### config.mk
export PLATFORM = sky130hd
export DESIGN_NAME = shift_right_seq
export DESIGN_NICKNAME = d
export VERILOG_FILES = /design/src/rtl/shift_right_seq.sv
export SDC_FILE = /design/constraint.sdc
export NUM_CORES = 1
export LEC_CHECK = 0
export BUFFER_PORTS_ARGS = -buffer_cell sky130_fd_sc_hd__buf_2
export CAP_MARGIN = 10
export CORE_MARGIN = 10
export CORE_UTILIZATION = 26
export CTS_BUF_LIST = sky130_fd_sc_hd__clkbuf_8 sky130_fd_sc_hd__clkbuf_16
export CTS_CLUSTER_DIAMETER = 80
export DETAILED_ROUTE_END_ITERATION = 8
export GPL_ROUTABILITY_DRIVEN = 0
export PLACE_DENSITY = 0.51
export SYNTH_ARGS = -nofsm -noshare
export SYNTH_HDL_FRONTEND = slang
export SYNTH_SLANG_ARGS = --single-unit
### constraint.sdc
create_clock -name clk -period 2.2 [get_ports clk]
set_input_delay 0.44 -clock clk [delete_from_list [all_inputs] [get_ports clk]]
set_output_delay 0.44 -clock clk [all_outputs]
set_load 0.1 [all_outputs]
### src/rtl/shift_right_seq.sv
// Multi-cycle right shifter for SRL/SRA/SRLI/SRAI: one bit per clock, shamt clocks.
// Launched with start; busy while shifting, done pulses for one cycle when b is updated.
module shift_right_seq #(
  parameter  int unsigned n  = 32,
  localparam int unsigned SW = $clog2(n)
) (
  input  logic          clk,
  input  logic          rst,
  input  logic          start,
  input  logic [n-1:0]  a,
  input  logic [SW-1:0] shamt,
  input  logic          arith,
  output logic          busy,
  output logic          done,
  output logic [n-1:0]  b
);

  typedef enum logic [1:0] {
    IDLE  = 2'd0,
    SHIFT = 2'd1,
    DONE  = 2'd2
  } state_t;

  state_t        state_q, state_d;
  logic [n-1:0]  data_q, data_d;
  logic [SW-1:0] count_q, count_d;
  logic          fill_q, fill_d;
  logic [n-1:0]  b_d;
  logic          busy_d, done_d;
  logic [n-1:0]  shifted;

  assign shifted = {fill_q, data_q[n-1:1]};

  // State and registered outputs
  always_ff @(posedge clk or negedge rst) begin
    if (!rst) begin
      state_q <= IDLE;
      data_q  <= '0;
      count_q <= '0;
      fill_q  <= 1'b0;
      b       <= '0;
      busy    <= 1'b0;
      done    <= 1'b0;
    end else begin
      state_q <= state_d;
      data_q  <= data_d;
      count_q <= count_d;
      fill_q  <= fill_d;
      b       <= b_d;
      busy    <= busy_d;
      done    <= done_d;
    end
  end

  // Next-state, datapath and output decode
  always_comb begin
    state_d = state_q;
    data_d  = data_q;
    count_d = count_q;
    fill_d  = fill_q;
    b_d     = b;
    busy_d  = 1'b0;
    done_d  = 1'b0;

    case (state_q)
      IDLE, DONE: begin
        if (start) begin
          data_d  = a;
          count_d = shamt;
          fill_d  = arith & a[n-1];
          if (shamt == '0) begin
            // Nothing to shift: result is the operand itself
            state_d = DONE;
            b_d     = a;
            done_d  = 1'b1;
          end else begin
            state_d = SHIFT;
            busy_d  = 1'b1;
          end
        end else begin
          state_d = IDLE;
        end
      end
      SHIFT: begin
        data_d  = shifted;
        count_d = count_q - SW'(1);
        busy_d  = 1'b1;
        if (count_q == SW'(1)) begin
          state_d = DONE;
          b_d     = shifted;
          busy_d  = 1'b0;
          done_d  = 1'b1;
        end
      end
      default: state_d = IDLE;
    endcase
  end

endmodule

==> metrics, run 1 <==
max-capacitance violation count=0; final hold vios=0; largest net degree at the start of global routing=39; Starting Density=26.92%; worst path required time=2.42 ns; root buf cell=clkbuf_16; CTS tree=done; total gr overflow=0; Slew headroom=66.10%; Die Ht=132.2 um; ys async rst share=100.0%; number of flops mapped to enable cells by yosys=0; Slew Viols, Final=0; Synth Net Count=327; nets=404; crit path to=b[0]$_DFFE_PN0P_; DP HPWL=5858 um; yosys warns=0; final core occ=roughly 35%; drc violations=0; Post-synth top flop=dfrtp_1; Resize count post-CTS=0; hold buffers post-CTS=0; share of cells above drive strength 1=28.96%; Worst-Skew Late Latency=0.33 ns; Setup-failing EPs final=0; initial antenna violation count=0; die area=about 0.017 mm^2; worst slew pin tran=0.5120 ns; vias in the first global route=2637; Max clock buf depth=2; Synth-to-Final Area Change=28.35%; WL per Instance=15.41 um; Setup Skew=0.005659 ns; Cells after Synth=284; Post-Syn Area=0.003274 mm^2; reg2reg setup slack=0.19 ns; postcts setup bufs=0; DRT antenna net count=0; top post-synthesis cells by area=dfrtp_1 (56%), mux2i_1 (19%), nor3_1 (4.9%); TritonCTS Buffers=9; Antenna diodes=0; Die Wd=132.2 um; synth unique cells=28; Core Area=around 0.012 mm^2; I/O Buffers=74; Vias/cell=4.337; Hold Crit Class=in2async; critical path capture point type=flip-flop; setup tns final=0 ns; RR Endpoint=b[0]$_DFFE_PN0P_; # clock sinks=73; Pre-antenna DRT Iters=4; I/O pin cnt=75; min cycle time layout=2.007 ns; origin of the critical flop-to-flop path=count_q[1]$_DFFE_PN0P_; DR vias=2316; Yosys top cell area share=between 50% and 60%; crit share post-route=91.23%; Worst Reg-to-Reg Cells=6; Rows=40; clock slew at reported path FFs=around 0.06 ns; Synth Register Bits=73; Crit. Startpoint=count_q[1]$_DFFE_PN0P_; All-Layer GR Usage=9.916%; Worst setup SP type=flip-flop; status=completed; critical path class=reg2reg; Mapped Avg Cell Area=11.53 um^2; area leader, netlist=dfrtp_1; Crit Path Max Fanout=19; initial detailed-routing violation count=around 100; register area share after synthesis=55.79%; H-tree lvl count=3; commonest non-fill, non-tap cells in the layout=dfrtp_1 (73), buf_2 (73), mux2i_1 (62), inv_1 (37), nor3_1 (32); fmax=around 500 MHz; Arrival @ worst endpoint=roughly 2.2 ns; first-pass GRT wire length=about 14000 um; RSZ-0062 raised after global routing=no; DRT Wirelength=8231 um
## routing by layer
layer	up-vias	routed length (um)	part of all wire [%]	track usage, %
li1	1135	-	-	-
met1	1119	3797	46	11.80
met2	49	3882	47	15.80
met3	13	399	4.8	3.430
met4	0	151	1.8	4.401
met5	-	0	0	0
## area by class of cell
type,instances,area [um^2]
inverter,34,127.6
sequential,73,1827
timing repair buffer,84,485.5
clock inverter,5,71.32
clock buffer,11,252.7
fill,1245,7959
multi-input combinational,159,1229
tap,168,210.2
## worst min path at each step
stage / endpoint / cells after the start / startpoint / slack [ns]
floorplan: b[0]$_DFFE_PN0P_ / 0 / rst / 0.14
global placement: b[3]$_DFFE_PN0P_ / 1 / rst / 0.44
detailed placement: data_q[3]$_DFFE_PN0P_ / 1 / rst / 0.44
CTS: b[4]$_DFFE_PN0P_ / 1 / rst / 0.08
global route: b[3]$_DFFE_PN0P_ / 1 / rst / 0.1
finish: b[3]$_DFFE_PN0P_ / 1 / rst / 0.07
## flip-flops by register name (all words and copies together) (netlist names)
name,flops
b,32
busy,1
count_q,5
data_q,31
done,1
fill_q,1
state_q,2
## critical path: stages (launching register included)
cell and delay (ns):
dfrtp_1 0.37, inv_1 0.09, ha_1 0.15, or4b_1 0.52, o32ai_4 0.21, buf_12 0.24, mux2_4 0.31
## cell usage after synthesis (3+ instances only)
cell / count
mux2i_1: 62
buf_8: 3
clkbuf_1: 11
inv_1: 34
nor3_1: 32
dfrtp_1: 73
buf_2: 4
a21oi_1: 31
nand2_1: 9
## cell families after synthesis
family,share of synthesized area [%]
AO/OA/AOI/OAI,7.719
AND/OR/NAND/NOR,8.139
multiplexers,20.44
buffers and inverters,7.145
adder cells (fa/ha/maj),0.7641
flip-flops,55.79
## stage by stage
stage,instances,area [um^2],hold WS [ns],worst slack (ns)
2_1_floorplan,284,3274,0.1444,0.3318
3_3_place_gp,518,3879,0.4356,0.1174
3_5_place_dp,518,3879,0.4428,0.1054
4_1_cts,534,4203,0.07784,0.1821
5_1_grt,534,4203,0.09791,0.09513
6_report,534,4203,0.07309,0.1930
Power of run 1 is left out: the tool's default activity adds up to more than one toggle a clock period on the data nets, which glitch-free logic cannot reach.
==> run 2, diff against run 1 <==
--- a/config.mk
+++ b/config.mk
@@ -14,6 +14,8 @@
 export DETAILED_ROUTE_END_ITERATION = 8
 export GPL_ROUTABILITY_DRIVEN = 0
 export PLACE_DENSITY = 0.51
+export SETUP_SLACK_MARGIN = 0.4
 export SYNTH_ARGS = -nofsm -noshare
 export SYNTH_HDL_FRONTEND = slang
 export SYNTH_SLANG_ARGS = --single-unit
+export TNS_END_PERCENT = 30
==> run 2 against run 1 <==
Final area grew 2.3%. First-iteration DRC count is 17% higher. Sequential cell count unchanged. Clock skew barely moved. Utilization up 0.79 points. Via count increased by 0.99%. Hold slack gained 0.021 ns. Critical path depth did not move. Non-clock buffer count up 8. Largest cell class unchanged.
==> metrics, run 2 (synthesized netlist as in run 1, its figures left out) <==
commonest non-fill, non-tap cells in the layout=dfrtp_1 (73), buf_2 (73), mux2i_1 (61), inv_1 (35), nor3_1 (32); status=completed; worst path required time=2.41 ns; met3 wire len=400 um; crit path to=b[0]$_DFFE_PN0P_; Starting Density=between 20% and 30%; RR Endpoint=b[0]$_DFFE_PN0P_; initial detailed-routing violation count=122; nets=412; Hold Crit Class=in2async; CTS tree=done; DR vias=between 2k and 2.5k; final hold vios=0; root buf cell=clkbuf_16; worst slew pin tran=0.5296 ns; Setup WS pre-CTS=0.1071 ns; Max clock buf depth=2; Arrival @ worst endpoint=2.02 ns; H-tree lvl count=3; wire length on met2=3849 um; Vias/cell=4.308; hold buffers post-CTS=0; I/O pin cnt=75; min cycle time layout=around 1.8 ns; Die Ht=132.2 um; initial antenna violation count=0; Slew headroom=64.69%; Pre-antenna DRT Iters=4; Core Area=0.01216 mm^2; Register Area=0.001827 mm^2; final core occ=35.35%; reg2reg setup slack=0.38 ns; first-pass GRT wire length=13730 um; Worst-Skew Late Latency=0.32 ns; DP HPWL=5886 um; vias in the first global route=around 2.5k; Crit Path Max Fanout=5; DRT Wirelength=8216 um; largest net degree at the start of global routing=40; total gr overflow=0; clock slew at reported path FFs=0.05 ns; wire length on met1=3865 um; All-Layer GR Usage=under 10%; max-capacitance violation count=0; uppermost layer routed=met4; Worst Reg-to-Reg Cells=6; I/O Buffers=between 70 and 80; crit share post-route=82.62%; post-route setup slack=between 0.3 and 0.4 ns; Rows=40; Die Wd=132.2 um; Final Hold Slack=0.09404 ns; TritonCTS Buffers=9; setup tns final=0 ns; critical path capture point type=flip-flop; fillcell total=1227; Setup-failing EPs final=0; most flop-heavy register=b; Slew Viols, Final=0; die area=around 0.017 mm^2; max reg flops=32; largest registers=b x32, data_q x31, count_q x5; Crit. Startpoint=count_q[1]$_DFFE_PN0P_; share of cells above drive strength 1=31.82%; multi-input logic area=0.001249 mm^2; fmax=550.2 MHz; RSZ-0062 raised after global routing=yes; critical path class=reg2reg; Synth-to-Final Area Change=31.30%; Setup Skew=0.005340 ns; drc violations=0; origin of the critical flop-to-flop path=count_q[1]$_DFFE_PN0P_; Worst setup SP type=flip-flop; # clock sinks=73; WL per Instance=15.13 um; DRT antenna net count=0
[run 2: through the flow]
step,area (um^2),instances
2_1_floorplan,3274,284
3_3_place_gp,3879,518
3_5_place_dp,3879,518
4_1_cts,4278,540
5_1_grt,4297,542
6_report,4299,543
[run 2: final cells by class]
type | instances | area share [%]
Antenna cell | 1 | 0.05821
Clock buffer | 12 | 6.199
Clock inverter | 4 | 0.9895
Inverter | 34 | 2.969
Multi-Input combinational cell | 159 | 29.05
Sequential cell | 73 | 42.49
Tap cell | 168 | 4.889
Timing Repair Buffer | 92 | 13.36
[run 2: critical path, cell delays in order (launching register included)]
cell and delay (ns):
dfrtp_1 0.38, inv_2 0.08, ha_4 0.11, or4b_4 0.47, o32ai_4 0.19, buf_12 0.17, mux2_4 0.29
[run 2: worst min path at each step]
stage                            end  slack [ns]  cells past startpoint
6_report       data_q[6]$_DFFE_PN0P_        0.09                      1
5_1_grt        data_q[3]$_DFFE_PN0P_        0.12                      1
3_5_place_dp      fill_q$_DFFE_PN0P_        0.46                      2
4_1_cts             b[3]$_DFFE_PN0P_        0.11                      1
2_1_floorplan       b[0]$_DFFE_PN0P_        0.14                      0
3_3_place_gp        b[3]$_DFFE_PN0P_        0.46                      1
[run 2: routing by layer]
| layer | global-route usage (%) | vias to the layer above |
|---|---|---|
| met5 | 0 | - |
| met2 | 14.75 | 48 |
| met4 | 3.178 | 0 |
| met1 | 12.66 | 1125 |
| li1 | - | 1158 |
| met3 | 2.973 | 8 |
[run 2: repair_timing]
item	in CTS	in global routing
setup buffers	6	2
pin swaps	1	1
endpoints found under the setup margin	33	39
gates resized for setup	5	1
Power of run 2 is left out for the same reason.
==> run 3, diff against run 2 <==
--- a/config.mk
+++ b/config.mk
@@ -5,6 +5,7 @@
 export SDC_FILE = /design/constraint.sdc
 export NUM_CORES = 1
 export LEC_CHECK = 0
+export ABC_AREA = 1
 export BUFFER_PORTS_ARGS = -buffer_cell sky130_fd_sc_hd__buf_2
 export CAP_MARGIN = 10
 export CORE_MARGIN = 10
==> constraint.sdc (replaced) <==
create_clock -name clk -period 1.7 [get_ports clk]
set_input_delay 0.34 -clock clk [delete_from_list [all_inputs] [get_ports clk]]
set_output_delay 0.34 -clock clk [all_outputs]
set_load 0.1 [all_outputs]
==> run 3 against run 2 <==
Largest cell class unchanged. Highest routed layer unchanged. Critical path depth rose by 1. Utilization rose by 4.2 points. Global-route usage rose by 0.82 points. Critical endpoint is now b[23]$_DFFE_PN0P_. Via count rose by 32%.
==> metrics, run 3 <==
Yosys top cell area share=54.56%; CTS tree=done; ys async rst share=100.0%; RSZ-0062 raised after global routing=yes; Slew headroom=between 70% and 80%; largest net degree at the start of global routing=55; DR vias=3088; most common cell in the synthesized netlist=nand2_1; xor/xnor share of the synthesized area=0.2616%; clock slew at reported path FFs=0.06 ns; Core Area=approximately 0.013 mm^2; Die Ht=133.5 um; commonest non-fill, non-tap cells in the layout=nand2_1 (143), dfrtp_1 (71), o21ai_0 (54), inv_1 (39), buf_2 (39); yosys warns=0; most flop-heavy register=b; Antenna diodes=0; origin of the critical flop-to-flop path=state_q[0]$_DFFE_PN0P_; number of flops mapped to enable cells by yosys=0; top cells by count, synth=nand2_1 (144), dfrtp_1 (73), o21ai_0 (66); Pre-antenna DRT Iters=4; TritonCTS Buffers=9; vias in the first global route=3019; Setup WS pre-CTS=0.2581 ns; DRT antenna net count=0; Setup Skew=around 0.0042 ns; DRT Wirelength=10980 um; reg2reg setup slack=0.37 ns; Synth Register Bits=73; max reg flops=32; Mapped Avg Cell Area=8.206 um^2; Rows=just over 40; largest family of logic cells by synthesized area=simple AND/OR/NAND/NOR gates; worst slew pin tran=0.3734 ns; Starting Density=26.53%; initial antenna violation count=0; synth unique cells=20; Worst Reg-to-Reg Cells=7; largest registers=b x32, data_q x31, count_q x5; share of cells above drive strength 1=between 20% and 30%; Hold Crit Class=in2reg; setup tns final=0 ns; critical path class=reg2reg; root buf cell=clkbuf_16; min cycle time layout=1.334 ns; Synth-to-Final Area Change=48.99%; # clock sinks=73; fmax=749.6 MHz; Max clock buf depth=2; All-Layer GR Usage=10.48%; Synth Net Count=451; multiplexer share of the synthesized area=0%; critical path capture point type=flip-flop; hold depth=3; WHS Endpoint=fill_q$_DFFE_PN0P_; die area=roughly 0.018 mm^2; crit share post-route=78.47%; Arrival @ worst endpoint=between 1.5 and 2 ns; Vias/cell=4.541; worst path required time=1.93 ns; top post-synthesis cells by area=dfrtp_1 (55%), nand2_1 (16%), o21ai_0 (9.9%); Post-Syn Area=0.003348 mm^2; first-pass GRT wire length=15210 um; max-capacitance violation count=0; Slew Viols, Final=0; hold_sp=arith; H-tree lvl count=3; drc violations=0; DP HPWL=6200 um; Worst setup SP type=flip-flop; Setup-failing EPs final=0; Synth Area in Simple Gates=about a quarter; final hold vios=0; register area share after synthesis=54.56%; initial detailed-routing violation count=183; complex-gate fraction of the synthesized area=10.50%; Synth Area in Adders=0.7474%; Cells after Synth=about 410; final core occ=39.53%; commonest non-fill, non-tap cell in the layout=nand2_1; I/O pin cnt=75; total gr overflow=0; RR Endpoint=b[23]$_DFFE_PN0P_; status=completed; Post-synth top flop=dfrtp_1; WL per Instance=16.14 um; area leader, netlist=dfrtp_1; Worst-Skew Late Latency=0.34 ns; I/O Buffers=74; Crit Path Max Fanout=7; post-route setup slack=~0.37 ns; nets=547; Die Wd=133.5 um
-- run 3: changes by cell type after synthesis, moves of 3 or more --
cell,change
nand2_1,+135
buf_8,-3
nor3_1,-32
o21ai_0,+66
clkbuf_1,-5
nor2_1,+7
nand3_1,+40
inv_1,+6
buf_2,+9
mux2i_1,-62
buf_6,+3
a21oi_1,-30
-- run 3: cell families after synthesis --
| logic type | after synthesis |
|---|---|
| flops | 73 |
| simple gates | 200 |
| fa+ha+maj | 2 |
| xor+xnor | 1 |
| compound gates | 69 |
| buf+inv | 63 |
-- run 3: timing repair --
item,in CTS,in global routing
endpoints found under the setup margin,98,103
endpoints found under the hold margin,23,0
hold buffers,1,0
pin swaps,0,4
gates cloned,0,13
resized for setup,82,49
buffers inserted,1,8
-- run 3: how the worst max path moves through the flow --
stage	start	end	slack, ns	cells after the start
after floorplan	state_q[0]$_DFFE_PN0P_	b[16]$_DFFE_PN0P_	0.44	5
after global placement	shamt[1]	b[7]$_DFFE_PN0P_	0.29	6
after detailed placement	shamt[1]	b[7]$_DFFE_PN0P_	0.26	6
after CTS	busy$_DFF_PN0_	busy	0.28	1
after global routing	state_q[1]$_DFFE_PN0P_	data_q[7]$_DFFE_PN0P_	0.30	6
final	state_q[0]$_DFFE_PN0P_	b[23]$_DFFE_PN0P_	0.37	7
-- run 3: final cells by class --
type                            instances  area, um^2
Clock buffer                           10       239.0
Clock inverter                          5       25.02
Fill cell                            1316        7631
Inverter                               41       156.4
Multi-Input combinational cell        275        1389
Sequential cell                        73        1829
Tap cell                              172       215.2
Timing Repair Buffer                  104        1135
-- run 3: metal layers --
metal  routed length [um]  vias up  global-route usage (%)
li1                     -     1504                       -
met1                 5216     1484                   13.24
met2                 5040       86                   16.19
met3                  569       14                   3.045
met4                  148        0                   4.716
met5                    0        -                       0
-- run 3: critical path, stage by stage, from the launching register on --
cell and delay [ns]:
dfrtp_2 0.42, inv_2 0.07, nor2_4 0.15, nand4_4 0.10, buf_12 0.17, clkbuf_16 0.16, nand3_1 0.08, nand2_1 0.05
-- run 3: through the flow --
| stage | area [um^2] | cells | hold slack, ns |
|---|---|---|---|
| CTS | 4504 | 659 | 0.2387 |
| finish | 4989 | 680 | 0.2498 |
| floorplan | 3348 | 408 | 0.04441 |
| global route | 4989 | 680 | 0.2659 |
| detailed placement | 3940 | 642 | 0.2882 |
| global placement | 3940 | 642 | 0.2823 |
Power of run 3 is left out for the same reason.
